**src/rtl/mul_ctrl.sv**
```systemverilog
// Sequencing controller for the EX-stage multiplier: takes signed/unsigned
// operands, feeds magnitudes to an unsigned multiplier, and sign-corrects the product.
module mul_ctrl #(
  parameter int WIDTH   = 32,
  parameter int LATENCY = 2
) (
  input  logic               clk,
  input  logic               rst_n,
  input  logic               req_valid,
  output logic               req_ready,
  input  logic [1:0]         req_op,
  input  logic [WIDTH-1:0]   req_a,
  input  logic [WIDTH-1:0]   req_b,
  input  logic [4:0]         req_rd,
  input  logic               flush,
  output logic [WIDTH-1:0]   mul_a,
  output logic [WIDTH-1:0]   mul_b,
  input  logic [2*WIDTH-1:0] mul_result,
  output logic               resp_valid,
  input  logic               resp_ready,
  output logic [WIDTH-1:0]   resp_data,
  output logic [4:0]         resp_rd,
  output logic               busy
);

  typedef enum logic [1:0] {IDLE, CALC, DONE} state_t;

  localparam logic [1:0]         OP_MUL   = 2'b00;
  localparam logic [1:0]         OP_MULH  = 2'b01;
  localparam logic [1:0]         OP_MULHSU = 2'b10;
  localparam logic [3:0]         CNT_INIT = 4'(LATENCY - 1);
  localparam logic [WIDTH-1:0]   ONE_W    = {{(WIDTH-1){1'b0}}, 1'b1};
  localparam logic [2*WIDTH-1:0] ONE_2W   = {{(2*WIDTH-1){1'b0}}, 1'b1};

  state_t             state_q, state_d;
  logic [3:0]         cnt_q, cnt_d;
  logic               neg_q, neg_d;
  logic [1:0]         op_q, op_d;
  logic [4:0]         rd_q, rd_d;
  logic [WIDTH-1:0]   mul_a_q, mul_a_d;
  logic [WIDTH-1:0]   mul_b_q, mul_b_d;
  logic               resp_valid_q, resp_valid_d;
  logic [WIDTH-1:0]   resp_data_q, resp_data_d;
  logic [4:0]         resp_rd_q, resp_rd_d;

  logic               a_neg, b_neg;
  logic [2*WIDTH-1:0] prod_fix;

  // Only the high-half signed variants treat operands as signed; MUL's low half is sign-agnostic.
  assign a_neg    = ((req_op == OP_MULH) || (req_op == OP_MULHSU)) && req_a[WIDTH-1];
  assign b_neg    = (req_op == OP_MULH) && req_b[WIDTH-1];
  assign prod_fix = neg_q ? (~mul_result + ONE_2W) : mul_result;

  assign req_ready  = (state_q == IDLE) && !flush;
  assign busy       = (state_q != IDLE);
  assign mul_a      = mul_a_q;
  assign mul_b      = mul_b_q;
  assign resp_valid = resp_valid_q;
  assign resp_data  = resp_data_q;
  assign resp_rd    = resp_rd_q;

  always_comb begin
    state_d      = state_q;
    cnt_d        = cnt_q;
    neg_d        = neg_q;
    op_d         = op_q;
    rd_d         = rd_q;
    mul_a_d      = mul_a_q;
    mul_b_d      = mul_b_q;
    resp_valid_d = resp_valid_q;
    resp_data_d  = resp_data_q;
    resp_rd_d    = resp_rd_q;

    case (state_q)
      IDLE: begin
        if (req_valid && req_ready) begin
          op_d    = req_op;
          rd_d    = req_rd;
          neg_d   = a_neg ^ b_neg;
          mul_a_d = a_neg ? (~req_a + ONE_W) : req_a;
          mul_b_d = b_neg ? (~req_b + ONE_W) : req_b;
          cnt_d   = CNT_INIT;
          state_d = CALC;
        end
      end
      CALC: begin
        if (cnt_q == 4'd0) begin
          resp_data_d  = (op_q == OP_MUL) ? prod_fix[WIDTH-1:0] : prod_fix[2*WIDTH-1:WIDTH];
          resp_rd_d    = rd_q;
          resp_valid_d = 1'b1;
          state_d      = DONE;
        end else begin
          cnt_d = cnt_q - 4'd1;
        end
      end
      DONE: begin
        if (resp_ready) begin
          resp_valid_d = 1'b0;
          state_d      = IDLE;
        end
      end
      default: begin
        resp_valid_d = 1'b0;
        state_d      = IDLE;
      end
    endcase

    // Flush overrides everything, including a completing writeback handshake.
    if (flush) begin
      state_d      = IDLE;
      resp_valid_d = 1'b0;
      cnt_d        = 4'd0;
    end
  end

  always_ff @(posedge clk or negedge rst_n) begin
    if (!rst_n) begin
      state_q      <= IDLE;
      cnt_q        <= 4'd0;
      neg_q        <= 1'b0;
      op_q         <= 2'b00;
      rd_q         <= 5'd0;
      mul_a_q      <= '0;
      mul_b_q      <= '0;
      resp_valid_q <= 1'b0;
      resp_data_q  <= '0;
      resp_rd_q    <= 5'd0;
    end else begin
      state_q      <= state_d;
      cnt_q        <= cnt_d;
      neg_q        <= neg_d;
      op_q         <= op_d;
      rd_q         <= rd_d;
      mul_a_q      <= mul_a_d;
      mul_b_q      <= mul_b_d;
      resp_valid_q <= resp_valid_d;
      resp_data_q  <= resp_data_d;
      resp_rd_q    <= resp_rd_d;
    end
  end

endmodule
```
**config.mk**
```make
export PLATFORM = sky130hd
export DESIGN_NAME = mul_ctrl
export DESIGN_NICKNAME = d
export VERILOG_FILES = /design/src/rtl/mul_ctrl.sv
export SDC_FILE = /design/constraint.sdc
export NUM_CORES = 1
export LEC_CHECK = 0
export ABC_AREA = 0
export CORE_UTILIZATION = 28
export CTS_CLUSTER_DIAMETER = 150
export DETAILED_ROUTE_END_ITERATION = 7
export PLACE_DENSITY = 0.62
export SYNTH_ARGS = -nofsm -noshare
export SYNTH_HDL_FRONTEND = slang
export SYNTH_SLANG_ARGS = --single-unit
```
**constraint.sdc**
```tcl
create_clock -name clk -period 2.6 [get_ports clk]
set_input_delay 0.26 -clock clk [delete_from_list [all_inputs] [get_ports clk]]
set_output_delay 0.26 -clock clk [all_outputs]
set_load 0.005 [all_outputs]
```
Yosys cells after proc, flatten, opt, wreduce, memory -nomap -nowiden
Index checks and enable logic that the tools add are counted.
W data, S select, Z words.
- equality and inequality tests: 9
- reduce and logical (&&, ||, !) cells: 16
- muxes and demuxes: 17
- $add $sub $neg: 4
- bitwise operators: 4
- operators with widths (operator ; number):
    $mux W32 ; 3
    $add A32 B1 Y32 const B ; 2
    $add A64 B1 Y64 const B ; 1
    $mux W64 ; 1
    $not A32 Y32 ; 2
    $not A64 Y64 ; 1
    $mux W4 ; 3
    $ne A3 B3 Y1 const B ; 3
    $reduce_and A3 Y1 ; 3
    $mux W2 ; 4
    $pmux W4 S2 ; 1
    $pmux W2 S3 ; 1
    $eq A2 B1 Y1 const B ; 2
    $eq A2 B2 Y1 const B ; 2
    $logic_and A1 B1 Y1 ; 4
    $logic_not A2 Y1 ; 2
    $logic_not A4 Y1 ; 1
    $reduce_and A2 Y1 ; 2
    $sub A4 B1 Y4 const B ; 1
    $mux W1 ; 3
    $ne A3 B2 Y1 const B ; 1
    $pmux W1 S3 ; 1
    $reduce_bool A3 Y1 ; 1
    $ne A2 B2 Y1 const B ; 1
    other kinds (4) ; 4
- register bits after elaboration: 116
- bits of input ports: 140
- output and inout bits: 104

Logic depth before layout (Yosys ltp)
Gate-level depths: netlist of run 1.
- word-level depth: 6
- depth in mapped cells: 9

Worst setup path after synthesis of run 1
Ideal clock, no wire load.
- kind: input port to flip-flop
- start point: input port mul_result[48]
- end point: register resp_data_q[28] (netlist: resp_data[28])
- setup slack: 0.210 ns
- cell stages on the path: 6
- arrival: 2.255 ns
- cell sequence: or4_4 > or4_4 > or4_4 > o21a_1 > o21ai_2 > a211oi_2
- word-level cells in the longest chain between the ends: 4
- ends and longest elaborated chain (what ; RTL line ; text):
    start, declared ; 18 ; input logic [2*WIDTH-1:0] mul_result,
    $not A64 Y64 ; 52 ; assign prod_fix = neg_q ? (~mul_result + ONE_2W) : mul_result;
    $add A64 B1 Y64 ; 52 ;
    $mux W64 ; 52 ;
    $mux W32 ; 88 ; resp_data_d = (op_q == OP_MUL) ? prod_fix[WIDTH-1:0] : prod_fix[2*WIDTH-1:WIDTH];
    end signal, assigned ; 137 ; resp_data_q <= resp_data_d;
    end, declared ; 43 ; logic [WIDTH-1:0] resp_data_q, resp_data_d;
No other way between the ends.
A chain may end at the register's enable or synchronous reset.

Worst setup path after layout of run 1
- start point: input port mul_result[0]
- end point: register resp_data_q[0] (netlist: resp_data[0])
- word-level cells in the longest chain between the ends: 4
- ends and longest elaborated chain (what ; RTL line):
    $not A64 Y64 ; 52
    $add A64 B1 Y64 ; 52
    $mux W64 (*) ; 52
    $mux W32 (*) ; 88
Mark *: on every way between the ends. The rest lies on a longest branch, timed or not.

==> results of run 1 <==
## routing by layer
layer | routed length [um] | GRT usage | up-vias
met5 | 0 | 0 | -
met4 | 768 | 0.0714 | 0
met3 | 2450 | 0.0655 | 48
met2 | 14000 | 0.360 | 307
met1 | 13200 | 0.272 | 4022
li1 | - | - | 4196
## what timing repair did
action / CTS / global route
hold buffers: 1 / 0
buffers inserted: 0 / 0
setup endpoints to repair: 1 / 7
resized for setup: 1 / 7
endpoints found under the hold margin: 21 / 0
## cells in the mapped netlist (3+ instances only)
library cell and number:
a211oi_1 5, a21o_1 5, a21oi_1 33, a22oi_1 9, a31oi_1 19, a41oi_1 3, and2_1 6, and3_1 4
and4_1 5, clkbuf_1 43, dfrtp_1 116, ha_1 6, inv_1 17, mux2i_1 9, nand2_1 148, nand2b_1 9
nand3_1 17, nand4_1 10, nor2_1 64, nor2b_1 3, nor3_1 30, nor3b_1 4, nor4_1 16, o211ai_1 7
o21a_1 3, o21ai_0 117, o22ai_1 3, o31ai_1 22, o41ai_1 10, or2_2 8, or3_1 19, or4_1 25
or4_4 3, xnor2_1 60, xor2_1 37
## cell usage in the layout, fill, tap and decap left out, types with 5 or more instances in the layout
master,Yosys,final
nand4_1,10,10
xnor2_1,60,60
a21oi_1,33,33
dfrtp_1,116,116
o31ai_1,22,22
buf_4,0,186
or2_2,8,8
and4_1,5,5
and2_1,6,6
o21ai_0,117,116
o41ai_1,10,8
clkdlybuf4s50_1,0,242
nand3_1,17,17
nor4_1,16,14
inv_1,17,17
o211ai_1,7,7
clkbuf_16,0,17
a31oi_1,19,19
nand2b_1,9,9
a21o_1,5,5
mux2i_1,9,9
xor2_1,37,37
a22oi_1,9,9
nand2_1,148,147
clkinv_4,0,7
ha_1,6,6
or3_1,19,18
nor2_1,64,64
or4_1,25,24
nor3_1,30,30
## critical path, cell delays in order
cell	delay (ps)
clkdlybuf4s50_1	420
inv_1	70
ha_1	170
nor3b_1	270
buf_4	180
nand4_1	110
or4_1	610
o21ai_1	260
buf_4	150
xor2_1	150
o221ai_1	140
## registers in the layout, indices dropped and copies added, names as in the netlist, 2 cells and up
| signal | flops |
|---|---|
| rd_q | 5 |
| cnt_q | 4 |
| op_q | 2 |
| resp_rd | 5 |
| state_q | 2 |
| mul_a | 32 |
| mul_b | 32 |
| resp_data | 32 |
## worst paths after layout
kind	endpoint	startpoint	cells past startpoint
hold / removal	resp_data[11]	rst_n	2
setup / recovery	resp_data[0]	mul_result[0]	11
hold reg to reg	resp_rd[1]	resp_rd[1]	2
max in group asynchronous	mul_a[7]	rst_n	3
setup reg to reg	resp_data[19]	cnt_q[0]	9
min in group clk	rd_q[3]	req_rd[3]	3
## cell families (layout without fill, tap and decap cells)
family | Yosys count | in the layout
and+or+nand+nor | 385 | 385
xor gates and xnor gates | 97 | 97
DFF | 116 | 116
muxes | 9 | 9
AOI/OAI and AO/OA | 255 | 255
buffers and inverters | 64 | 483
adders and majority gates | 6 | 6
## final cells by class
| cell class | instances | area share |
|---|---|---|
| inverters | 18 | 0.00542 |
| flip-flops and latches | 116 | 0.233 |
| repair buffers | 433 | 0.313 |
| multi-input cells | 752 | 0.366 |
| well taps | 341 | 0.0342 |
| clock buffers | 17 | 0.0341 |
| clock inverters | 15 | 0.0139 |
## report_power, final
group	internal (W)	switching [W]
combinational	0.00197	0.00158
sequential	0.00242	0.000388
clock	0.00144	0.00101
total	0.00582	0.00297
## stage by stage
step	power, W	area [um^2]	util
2_1_floorplan	0.00412	7660	-
3_3_place_gp	0.00633	11800	0.440
3_5_place_dp	0.00638	11800	0.440
4_1_cts	0.00887	12400	0.463
5_1_grt	0.00933	12500	0.464
6_report	0.00879	12500	0.464
==> flow_metrics.py, run 1 <==
metrics = {
    "timing": {
        "rsz0062_at_grt": "no",
        "setup_violations": 0,
        "setup_slack_ps": 88.9,
        "finalCriticalPeriod_ps": 2510,
        "tightest_slew_ps": 513,
        "fin_crit_sh": 0.966,
        "max_freq_mhz": 398,
        "hold-worst-slack_ps": 308,
        "slew_headroom": 0.658,
        "setup-tns-final_ps": 0,
        "clock_skew_ps": 13.7,
        "slew_viol_final": 0,
        "hold_viol": 0,
    },
    "synthesis": {
        "synthArstFlopShare": 1.00,
        "synthXorXnorAreaFrac": 0.111,
        "synth_top_family_by_area": "simple AND/OR/NAND/NOR gates",
        "synthesis.instances": 932,
        "synth_top_area_frac": 0.379,
        "yosysWarnings": 0,
        "synth.area.mux_share": 0.0118,
        "seq_area_frac_synth": 0.379,
        "synth_compound_area_frac": 0.203,
        "yosys.area.top_type": "dfrtp_1",
        "synth_cell_types": 62,
        "syn_area_um2": 7660,
        "ys_seq_elements": 116,
        "syn_nets": 1078,
        "synthSimpleGateAreaFrac": 0.254,
        "syn_avg_cell_area_um2": 8.22,
        "synth_edf_count": 0,
        "synth_area_leaders": "dfrtp_1, o21ai_0, nand2_1, xnor2_1, xor2_1",
        "synthAdderAreaFrac": 0.00980,
        "synthFlopType": "dfrtp_1",
    },
    "worst_setup_path": {
        "worstSetupPathType": "input pin to register",
        "start_kind": "input pin",
        "cp_max_fo": 6,
        "cp-end-kind": "register",
        "worstPathArrival_ps": 2780,
        "rrSetupSlack_ps": 390,
        "cp.required_ps": 2870,
    },
    "floorplan": {
        "dieWidth_um": 167,
        "core.rowCount": 60,
        "start_util": 0.285,
        "core_um2": 26900,
        "die_y_um": 167,
        "design.portCount": 244,
        "dieArea_um2": 28000,
    },
    "clocking": {
        "cts_tree": "done",
        "clock-root-buffer": "clkbuf_16",
        "cts_buffers": 17,
        "clkLatencyLatePin_ps": 430,
        "cts_buffer_depth": 2,
        "clkSinkCount": 116,
        "clkSlewWorstSetupHoldPaths_ps": 70,
        "htreeDepth": 4,
    },
    "cells_and_area": {
        "seq_area_um2": 2900,
        "final_cells": 1692,
        "drive_above_1_share": 0.185,
        "fill_cells": 2634,
        "nNetsFinal": 1484,
        "n_antenna_cell": 0,
        "syn_to_final_growth_pct": 62.8,
        "multi_input_area_um2": 4570,
    },
    "global_route": {
        "antenna_found_initial": 0,
        "grt_max_degree": 51,
        "first_global_vias": 8639,
        "grt_pass1_wl_mm": 47.4,
        "track_usage": 0.218,
        "grt_overflow": 0,
    },
    "place": {
        "hpwl_mm": 23.8,
        "io_buffer_count": 243,
        "dp_cells": 1659,
        "gp_congestion": 0.904,
        "post-place-ws_ps": -444,
    },
    "routing": {
        "vias": 8573,
        "drc_errors": 0,
        "dr.pass1.iters": 5,
        "vias_per_cell": 5.07,
        "wl_mm": 30.4,
        "drtAntennaViolNets": 0,
        "drt_iter0_drc": 631,
        "routedWlPerCell_um": 18.0,
    },
    "power": {
        "irDropWorstVdd_uv": 446,
        "power_leakage_nw": 5.12,
        "power_density_nw_per_um2": 705,
    },
    "hold_path": {
        "hp-class": "input pin to asynchronous set/reset pin",
    },
    "flow_run": {
        "maxCapViolCount": 0,
    },
    "outcome": {
        "status": "completed",
    },
}
Note: power is estimated with default switching activity, not from simulation.
==> inputs of run 2 (changes only) <==
--- a/config.mk
+++ b/config.mk
@@ -6,6 +6,7 @@
 export NUM_CORES = 1
 export LEC_CHECK = 0
 export ABC_AREA = 0
+export CORE_MARGIN = 10
 export CORE_UTILIZATION = 28
 export CTS_CLUSTER_DIAMETER = 150
 export DETAILED_ROUTE_END_ITERATION = 7
==> run 2 against run 1 <==
Net effect: design area down 0.64%; clock skew fell by 5.0 ps; critical path depth shrank 3; global-route usage is 3.2 points lower; routed wire length rose by 6.2%; critical endpoint is now resp_data[27]; highest routed layer unchanged.
==> flow_metrics.py, run 2 (synthesis gave the netlist of run 1 again) <==
metrics = {
    "worst_setup_path": {
        "cp-end-kind": "register",
        "rrSetupSlack_ps": 400,
        "cp_max_fo": 10,
        "start_kind": "input pin",
        "worstPathArrival_ps": 2800,
        "reg2regPathDepth": 9,
        "r2r-end": "resp_data[23]",
        "cp.required_ps": 2910,
        "rr_startpoint": "cnt_q[0]",
        "worstSetupPathType": "input pin to register",
    },
    "power": {
        "swShare": 0.335,
        "irDropWorstVdd_uv": 347,
        "power_density_nw_per_um2": 719,
        "p_seq_frac": 0.316,
        "pwr-share-comb": 0.400,
        "switching_power_w": 0.00299,
        "p_int_w": 0.00592,
        "power_leakage_nw": 5.07,
        "clock_power_share": 0.284,
    },
    "clocking": {
        "clkSinkCount": 116,
        "cts_tree": "done",
        "clock-root-buffer": "clkbuf_16",
        "post_cts_buffers": 0,
        "cts_buffer_depth": 2,
        "clkSlewWorstSetupHoldPaths_ps": 60,
        "cts_buffers": 17,
        "htreeDepth": 4,
        "clkLatencyLatePin_ps": 420,
    },
    "routing": {
        "vias_per_cell": 5.20,
        "drtAntennaViolNets": 0,
        "drt_iter0_drc": 604,
        "vias": 8757,
        "dr.pass1.iters": 5,
        "routedWlPerCell_um": 19.2,
        "drc_errors": 0,
        "wl_mm": 32.3,
    },
    "cells_and_area": {
        "syn_to_final_growth_pct": 61.7,
        "final_cells": 1683,
        "final_common_cell": "clkdlybuf4s50_1",
        "layout_common_cells": "clkdlybuf4s50_1, buf_4, nand2_1",
        "fill_cells": 2668,
        "finalInstanceArea_um2": 12400,
        "drive_above_1_share": 0.174,
        "nNetsFinal": 1472,
    },
    "global_route": {
        "antenna_found_initial": 2,
        "first_global_vias": 8798,
        "grt_max_degree": 50,
        "track_usage": 0.186,
        "grt_pass1_wl_mm": 49.8,
        "grt_overflow": 0,
    },
    "timing": {
        "max_freq_mhz": 402,
        "hold_viol": 0,
        "setup_violations": 0,
        "clock_skew_ps": 8.69,
        "slew_viol_final": 0,
        "tightest_slew_ps": 768,
        "setup-tns-final_ps": 0,
        "finalCriticalPeriod_ps": 2490,
        "slew_headroom": 0.488,
        "fin_crit_sh": 0.957,
    },
    "hold_path": {
        "min_path_cells": 3,
        "min_from": "req_rd[3]",
        "holdPathEnd": "rd_q[3]",
        "hp-class": "input pin to register",
    },
    "place": {
        "dp_cells": 1647,
        "hpwl_mm": 25.6,
        "gp_congestion": 0.955,
        "dpl_cell_area_um2": 11700,
        "io_buffer_count": 243,
    },
    "outcome": {
        "status": "completed",
    },
    "floorplan": {
        "dieArea_um2": 34400,
        "die_y_um": 185,
        "core_um2": 27000,
        "start_util": 0.284,
        "dieWidth_um": 185,
        "core.rowCount": 60,
        "design.portCount": 244,
    },
    "flow_run": {
        "maxCapViolCount": 0,
    },
}
[run 2: cell types whose count changed in the layout (fill, tap and decap cells not counted), sizes merged]
cell	delta
diode	+3
buf	-12
clkinvlp	-1
bufinv	+1
inv	+2
clkinv	-2
[run 2: power by group through the flow]
stage                     logic (W)  registers, W  clock network [W]
after floorplan             0.00132       0.00280                  0
after global placement      0.00356       0.00284                  0
after detailed placement    0.00359       0.00284                  0
after CTS                   0.00361       0.00283            0.00259
after global routing        0.00391       0.00290            0.00267
final                       0.00356       0.00282            0.00253
[run 2: layout make-up]
| cell class | count | area [um^2] | share of cell area |
|---|---|---|---|
| repair buffers | 421 | 3830 | 0.309 |
| diodes | 3 | 7.51 | 0.000606 |
| clock buffers | 17 | 425 | 0.0343 |
| clock inverters | 15 | 193 | 0.0155 |
| well taps | 341 | 427 | 0.0344 |
| inverters | 18 | 67.6 | 0.00545 |
| multi-input cells | 752 | 4540 | 0.366 |
| flip-flops and latches | 116 | 2900 | 0.234 |
[run 2: per-stage QoR]
step | worst slack [ps] | util | power, W | hold slack (ps)
after floorplan | 210 | - | 0.00412 | -35.6
after global placement | -382 | 0.436 | 0.00640 | 379
after detailed placement | -363 | 0.436 | 0.00644 | 390
after CTS | 65.4 | 0.459 | 0.00903 | 360
after global routing | -22.7 | 0.460 | 0.00948 | 368
final | 111 | 0.460 | 0.00891 | 380
[run 2: worst max-delay path by stage]
stage | from | to | slack, ps | cells past startpoint
final | mul_result[30] | resp_data[27] | 110 | 8
after global routing | mul_result[30] | resp_data[22] | -20 | 8
after CTS | mul_result[1] | resp_data[0] | 70 | 11
after detailed placement | mul_result[1] | resp_data[0] | -360 | 11
after global placement | mul_result[1] | resp_data[0] | -380 | 11
after floorplan | mul_result[48] | resp_data[28] | 210 | 6
[run 2: worst max-delay path: stages]
cell	delay (ps)
clkdlybuf4s50_1	540
or4_1	550
or2_2	300
or3_1	300
buf_4	190
nor4_4	270
mux2i_1	120
a211oi_1	270
[run 2: metal layers]
metal,global-route usage,up-vias,part of all wire
met5,0,-,0
met4,0.0657,0,0.029
met3,0.0725,57,0.10
met2,0.298,367,0.46
met1,0.222,4149,0.41
li1,-,4184,-
[run 2: what timing repair did]
action / in CTS / in global routing
setup endpoints to repair: 0 / 4
endpoints found under the hold margin: 47 / 0
resized for setup: 0 / 4
hold buffers: 1 / 0
